## src/rtl/falafel_pkg.sv

```systemverilog
// Shared falafel allocator types and constants: front-end arbiter entry format,
// op encodings and a helper for index widths.
package falafel_pkg;

  localparam int MSG_ID_SIZE = 8;
  localparam int DATA_W      = 32;
  localparam int ARB_STAT_W  = 16;

  localparam logic ARB_OP_ALLOC = 1'b0;
  localparam logic ARB_OP_FREE  = 1'b1;

  typedef struct packed {
    logic                   op;
    logic [MSG_ID_SIZE-1:0] id;
    logic [DATA_W-1:0]      data;
  } arb_entry_t;

  // Width of an index into n items; never zero so single-entry structures still elaborate.
  function automatic int idx_w(input int n);
    return (n > 1) ? $clog2(n) : 1;
  endfunction

endpackage

```

## src/rtl/falafel_rr_arb.sv

```systemverilog
// Round-robin arbiter over N requesters: grants the first request at or after
// the pointer and moves the pointer just past the winner.
module falafel_rr_arb
  import falafel_pkg::*;
#(
  parameter  int N  = 4,
  localparam int IW = idx_w(N)
) (
  input  logic          clk,
  input  logic          srst,
  input  logic [N-1:0]  req,
  input  logic          en,
  output logic [N-1:0]  gnt,
  output logic [IW-1:0] gnt_idx,
  output logic          gnt_vld
);

  logic [IW-1:0] ptr_reg;
  logic [IW-1:0] ptr_next;
  logic [IW-1:0] cand_idx;
  int            cand;

  // Scan offsets high to low so the lowest offset from the pointer wins last.
  always_comb begin
    gnt      = '0;
    gnt_idx  = '0;
    gnt_vld  = 1'b0;
    cand     = 0;
    cand_idx = '0;
    for (int k = N - 1; k >= 0; k--) begin
      cand = int'(ptr_reg) + k;
      if (cand >= N) cand = cand - N;
      cand_idx = IW'(cand);
      if (en && req[cand_idx]) begin
        gnt_vld       = 1'b1;
        gnt_idx       = cand_idx;
        gnt           = '0;
        gnt[cand_idx] = 1'b1;
      end
    end
  end

  always_comb begin
    ptr_next = ptr_reg;
    if (gnt_vld) ptr_next = (gnt_idx == IW'(N - 1)) ? '0 : gnt_idx + 1'b1;
  end

  always_ff @(posedge clk) begin
    if (srst) ptr_reg <= '0;
    else      ptr_reg <= ptr_next;
  end

endmodule

```

## src/rtl/falafel_rr_input_arbiter.sv

```systemverilog
// Per-channel request FIFOs drained by independent round-robin alloc and free arbiters.
// Optional FALAFEL_ARB_STATS_EN adds saturating per-channel grant counters (grant_cnt_o).
module falafel_rr_input_arbiter
  import falafel_pkg::*;
#(
  parameter int NUM_CH    = 4,
  parameter int BUF_DEPTH = 2
) (
  input  logic                                clk_i,
  input  logic                                rst_i,
  input  logic [NUM_CH-1:0]                   req_val_i,
  output logic [NUM_CH-1:0]                   req_rdy_o,
  input  logic [NUM_CH-1:0]                   req_op_i,
  input  logic [NUM_CH-1:0][MSG_ID_SIZE-1:0]  req_id_i,
  input  logic [NUM_CH-1:0][DATA_W-1:0]       req_data_i,
  input  logic                                alloc_fifo_full_i,
  output logic                                alloc_fifo_write_o,
  output logic [DATA_W-1:0]                   alloc_fifo_din_size_o,
  output logic [MSG_ID_SIZE-1:0]              alloc_fifo_din_id_o,
  input  logic                                free_fifo_full_i,
  output logic                                free_fifo_write_o,
  output logic [DATA_W-1:0]                   free_fifo_din_o
`ifdef FALAFEL_ARB_STATS_EN
  ,
  output logic [NUM_CH-1:0][ARB_STAT_W-1:0]   grant_cnt_o
`endif
);

  localparam int PW = idx_w(BUF_DEPTH);
  localparam int CW = $clog2(BUF_DEPTH + 1);
  localparam int IW = idx_w(NUM_CH);

  arb_entry_t        head [NUM_CH];
  logic [NUM_CH-1:0] alloc_req;
  logic [NUM_CH-1:0] free_req;
  logic [NUM_CH-1:0] alloc_gnt;
  logic [NUM_CH-1:0] free_gnt;
  logic [IW-1:0]     alloc_idx;
  logic [IW-1:0]     free_idx;
  logic              alloc_vld;
  logic              free_vld;

  genvar gi;
  generate
    for (gi = 0; gi < NUM_CH; gi++) begin : g_ch
      arb_entry_t     mem_reg [BUF_DEPTH];
      logic [PW-1:0]  wr_ptr_reg;
      logic [PW-1:0]  rd_ptr_reg;
      logic [CW-1:0]  count_reg;
      logic           push;
      logic           pop;

      // Ready looks only at occupancy, so a source may never see it combinationally follow its valid.
      assign req_rdy_o[gi] = ~rst_i & (count_reg < CW'(BUF_DEPTH));
      assign push          = req_val_i[gi] & req_rdy_o[gi];
      assign pop           = alloc_gnt[gi] | free_gnt[gi];
      assign head[gi]      = mem_reg[rd_ptr_reg];
      assign alloc_req[gi] = (count_reg != '0) && (head[gi].op == ARB_OP_ALLOC);
      assign free_req[gi]  = (count_reg != '0) && (head[gi].op == ARB_OP_FREE);

      always_ff @(posedge clk_i) begin
        if (push) mem_reg[wr_ptr_reg] <= '{op: req_op_i[gi], id: req_id_i[gi], data: req_data_i[gi]};
      end

      always_ff @(posedge clk_i) begin
        if (rst_i) begin
          wr_ptr_reg <= '0;
          rd_ptr_reg <= '0;
          count_reg  <= '0;
        end else begin
          if (push) wr_ptr_reg <= (wr_ptr_reg == PW'(BUF_DEPTH - 1)) ? '0 : wr_ptr_reg + 1'b1;
          if (pop)  rd_ptr_reg <= (rd_ptr_reg == PW'(BUF_DEPTH - 1)) ? '0 : rd_ptr_reg + 1'b1;
          if (push && !pop)      count_reg <= count_reg + 1'b1;
          else if (!push && pop) count_reg <= count_reg - 1'b1;
        end
      end

`ifdef FALAFEL_ARB_STATS_EN
      logic [ARB_STAT_W-1:0] grant_cnt_reg;
      always_ff @(posedge clk_i) begin
        if (rst_i)                           grant_cnt_reg <= '0;
        else if (pop && grant_cnt_reg != '1) grant_cnt_reg <= grant_cnt_reg + 1'b1;
      end
      assign grant_cnt_o[gi] = grant_cnt_reg;
`endif
    end
  endgenerate

  falafel_rr_arb #(.N(NUM_CH)) u_alloc_arb (
    .clk     (clk_i),
    .srst    (rst_i),
    .req     (alloc_req),
    .en      (~alloc_fifo_full_i & ~rst_i),
    .gnt     (alloc_gnt),
    .gnt_idx (alloc_idx),
    .gnt_vld (alloc_vld)
  );

  falafel_rr_arb #(.N(NUM_CH)) u_free_arb (
    .clk     (clk_i),
    .srst    (rst_i),
    .req     (free_req),
    .en      (~free_fifo_full_i & ~rst_i),
    .gnt     (free_gnt),
    .gnt_idx (free_idx),
    .gnt_vld (free_vld)
  );

  always_comb begin
    alloc_fifo_write_o    = alloc_vld;
    alloc_fifo_din_size_o = alloc_vld ? head[alloc_idx].data : '0;
    alloc_fifo_din_id_o   = alloc_vld ? head[alloc_idx].id   : '0;
    free_fifo_write_o     = free_vld;
    free_fifo_din_o       = free_vld ? head[free_idx].data : '0;
  end

endmodule

```

## config.mk

```make
export PLATFORM = sky130hd
export DESIGN_NAME = falafel_rr_input_arbiter
export DESIGN_NICKNAME = d
export VERILOG_FILES = /design/src/rtl/falafel_pkg.sv /design/src/rtl/falafel_rr_arb.sv /design/src/rtl/falafel_rr_input_arbiter.sv
export SDC_FILE = /design/constraint.sdc
export NUM_CORES = 1
export LEC_CHECK = 0
export ABC_AREA = 1
export CAP_MARGIN = 15
export CORE_UTILIZATION = 50
export DETAILED_ROUTE_END_ITERATION = 7
export PLACE_DENSITY = 0.77
export SETUP_SLACK_MARGIN = 0.3
export SYNTH_ARGS = -nofsm -noshare
export SYNTH_HDL_FRONTEND = slang
export SYNTH_SLANG_ARGS = --single-unit
```

## constraint.sdc

```tcl
create_clock -name clk_i -period 3.7 [get_ports clk_i]
set_input_delay 1.11 -clock clk_i [delete_from_list [all_inputs] [get_ports clk_i]]
set_output_delay 1.11 -clock clk_i [all_outputs]
set_load 0.05 [all_outputs]
```

==> qor.yml <==
row_count: 67
syn_area_um2: 17200
muxShareOfSynthArea_pct: 0.116
grt_antenna_before_repair: 3
drtIter0Drc: 2201
finClkSkew_ns: 0.0236
pin_count: 250
wire_per_inst_um: 26.1
hold_path.class: "reg -> reg"
synth_compound_area_share_pct: 0.581
drc: 0
finalHoldViolations: 0
worst-path-max-fanout: 6
cpMaxStageDelayCell: "nor2_4"
core-area_um2: 33700
initial_core_util_pct: 51.1
max_cap_viol_count: 0
required_ns: 2.59
critPathCaptureType: "output port"
syn_area_per_cell_um2: 9.17
io_buffers: 249
startpoint_type: "primary input"
via_count: 16900
htree_levels: 2
p_leak_nw: 11.2
synth_adder_area_share_pct: 1.45
ir_drop_mv: 0.763
die_h_um: 188
period_needed_ns: 4.27
dieArea_um2: 35200
crit_arrival_ns: 3.16
synthCells: 1877
place_congestion: 1.05
dpl.hpwl_um: 39300
largest_reg_flops: 328
synth_xor_area_share_pct: 0.204
power.density_nw_per_um2: 942
fmax_mhz: 234
setup_viol_count_final: 74
crit_top_cell: "buf_6"
via_per_inst: 6.15
ys_ff_latch: 352
cts.clk_slew.worst_paths_ns: 0.06
hold-worst-slack_ns: 0.503
worst_slack_ns: -0.572
crit_path_max_incr_delay_ns: 0.20
synth_nets: 2069
ctsLongestPathBuffers: 3
grt_pass1_wl_um: 90300
ys_seq_area_share_pct: 60.0
drt-pass1-iter-count: 7
synthSimpleGateAreaFrac_pct: 32.7
fin_nets: 2459
globalRouteOverflowTotal: 0
hold_buffers: 0
synthDistinctLibCells: 31
slew_violations: 0
relSlewSlack_pct: 63.1
finalCritPeriodShare_pct: 115
areaGrowthSynthToFinish_pct: 58.3
grt_pass1_vias: 15600
cts-root-buf: "clkbuf_16"
drive_gt1_share_pct: 36.2
rsz0062_at_grt: "yes"
grt_max_degree: 43
critical_path_class: "in -> out"
totalPowerFinal_mw: 25.7
final_cell_mix: "nand2_1, edfxtp_1, nand3_2, clkdlybuf4s50_1, buf_12"
die_w_um: 188
cts.sinks: 352
grt_usage_pct: 34.2
routed_wl_um: 71800
insertion_delay_ns: 0.57
numCtsBuffers: 38
final_common_cell: "nand2_1"
n_fill_cell: 1777
cts_tree: "built"
violations: "negative setup slack"
path_cells: "buf_6, buf_6, nor2_4, buf_6, buf_6, nand3_4, nand2_4, nand2_8, nand2_8, buf_4, nand2_1, nand3_1, nand2_2, nor2_4, buf_12"
tightest_slew_ns: 0.550
status: "complete, but fails checks"
synth_top_family_by_area: "simple AND/OR/NAND/NOR gates"
ant_nets: 0
synth_warnings: 0
-- power by group --
group          internal (mW)  total [mW]  switching (mW)
logic                   6.53        17.1            10.5
registers               4.73        4.88           0.148
clock network           2.09        3.71            1.63
-- through the flow --
step                      utilization [%]  TNS (ns)  std cells  setup WS, ns  cell area [µm²]
after floorplan                         -    -0.504       1877       -0.0446            17900
after global placement               66.3    -47.90       2583        -0.750            22300
after detailed placement             66.3    -49.05       2583        -0.747            22300
after CTS                            75.1    -21.68       2699        -0.350            25300
after global routing                 80.8    -36.69       2743        -0.697            27200
final                                80.9    -32.14       2747        -0.572            27200
-- repair_timing --
action | 4_1_cts | 5_1_grt
cloned | 20 | 18
setup buffers | 28 | 26
endpoints found under the setup margin | 74 | 74
pin swaps | 92 | 181
gates resized for setup | 254 | 272
hold endpoints to repair | 0 | 0
-- cell usage after synthesis, drive strengths merged --
cell / n / area [µm²]
nand3: 346 / 1860
clkbuf: 36 / 135
inv: 69 / 267
nand2: 814 / 3130
nand4: 12 / 75.1
nor3: 7 / 51.3
xor2: 4 / 35.0
o21ai: 10 / 50.1
buf: 70 / 439
a21oi: 10 / 50.1
dfxtp: 24 / 480
ha: 20 / 250
nor2: 124 / 518
edfxtp: 328 / 9850
mux2i: 2 / 20.0
clkinv: 1 / 3.75
-- cells by family (layout without fill, tap and decap cells) --
| logic type | after synthesis | in the layout |
|---|---|---|
| simple gates | 1303 | 1304 |
| flops | 352 | 352 |
| buf+inv | 176 | 593 |
| fa+ha+maj | 20 | 20 |
| compound gates | 20 | 20 |
| xor+xnor | 4 | 4 |
| mux | 2 | 2 |
| other cells | 0 | 4 |
-- critical path, delay by kind of cell --
family	cells	cell delay, ns
AND/OR/NAND/NOR	9	1.28
buffers and inverters	6	0.74
-- final cells by class --
cell class | count | area [µm²] | area share, %
Antenna cell | 4 | 10.0 | 0.0367
Multi-Input combinational cell | 1350 | 8570 | 31.4
Tap cell | 448 | 561 | 2.06
Sequential cell | 352 | 10300 | 38.0
Inverter | 70 | 302 | 1.11
Clock buffer | 50 | 1010 | 3.69
Timing Repair Buffer | 455 | 6270 | 23.0
Clock inverter | 18 | 190 | 0.698
-- worst paths after layout --
kind / startpoint / to / slack (ns) / depth (start not counted)
setup reg to reg: u_free_arb.ptr_reg[0] / g_ch[1].count_reg[1] / 0.74 / 19
hold / removal: g_ch[1].rd_ptr_reg / flip-flop / 0.50 / 2
hold reg to reg: g_ch[1].rd_ptr_reg / flip-flop / 0.50 / 2
setup / recovery: rst_i / free_fifo_din_o[31] / -0.57 / 15
-- metal layers --
| layer | track usage, % | share of wire, % | vias up |
|---|---|---|---|
| li1 | - | - | 7074 |
| met1 | 40.0 | 33 | 7968 |
| met2 | 57.5 | 46 | 1409 |
| met3 | 7.60 | 12 | 441 |
| met4 | 21.3 | 8.5 | 2 |
| met5 | 0 | 0.018 | - |
No activity file was read; power rests on OpenSTA's default activity.
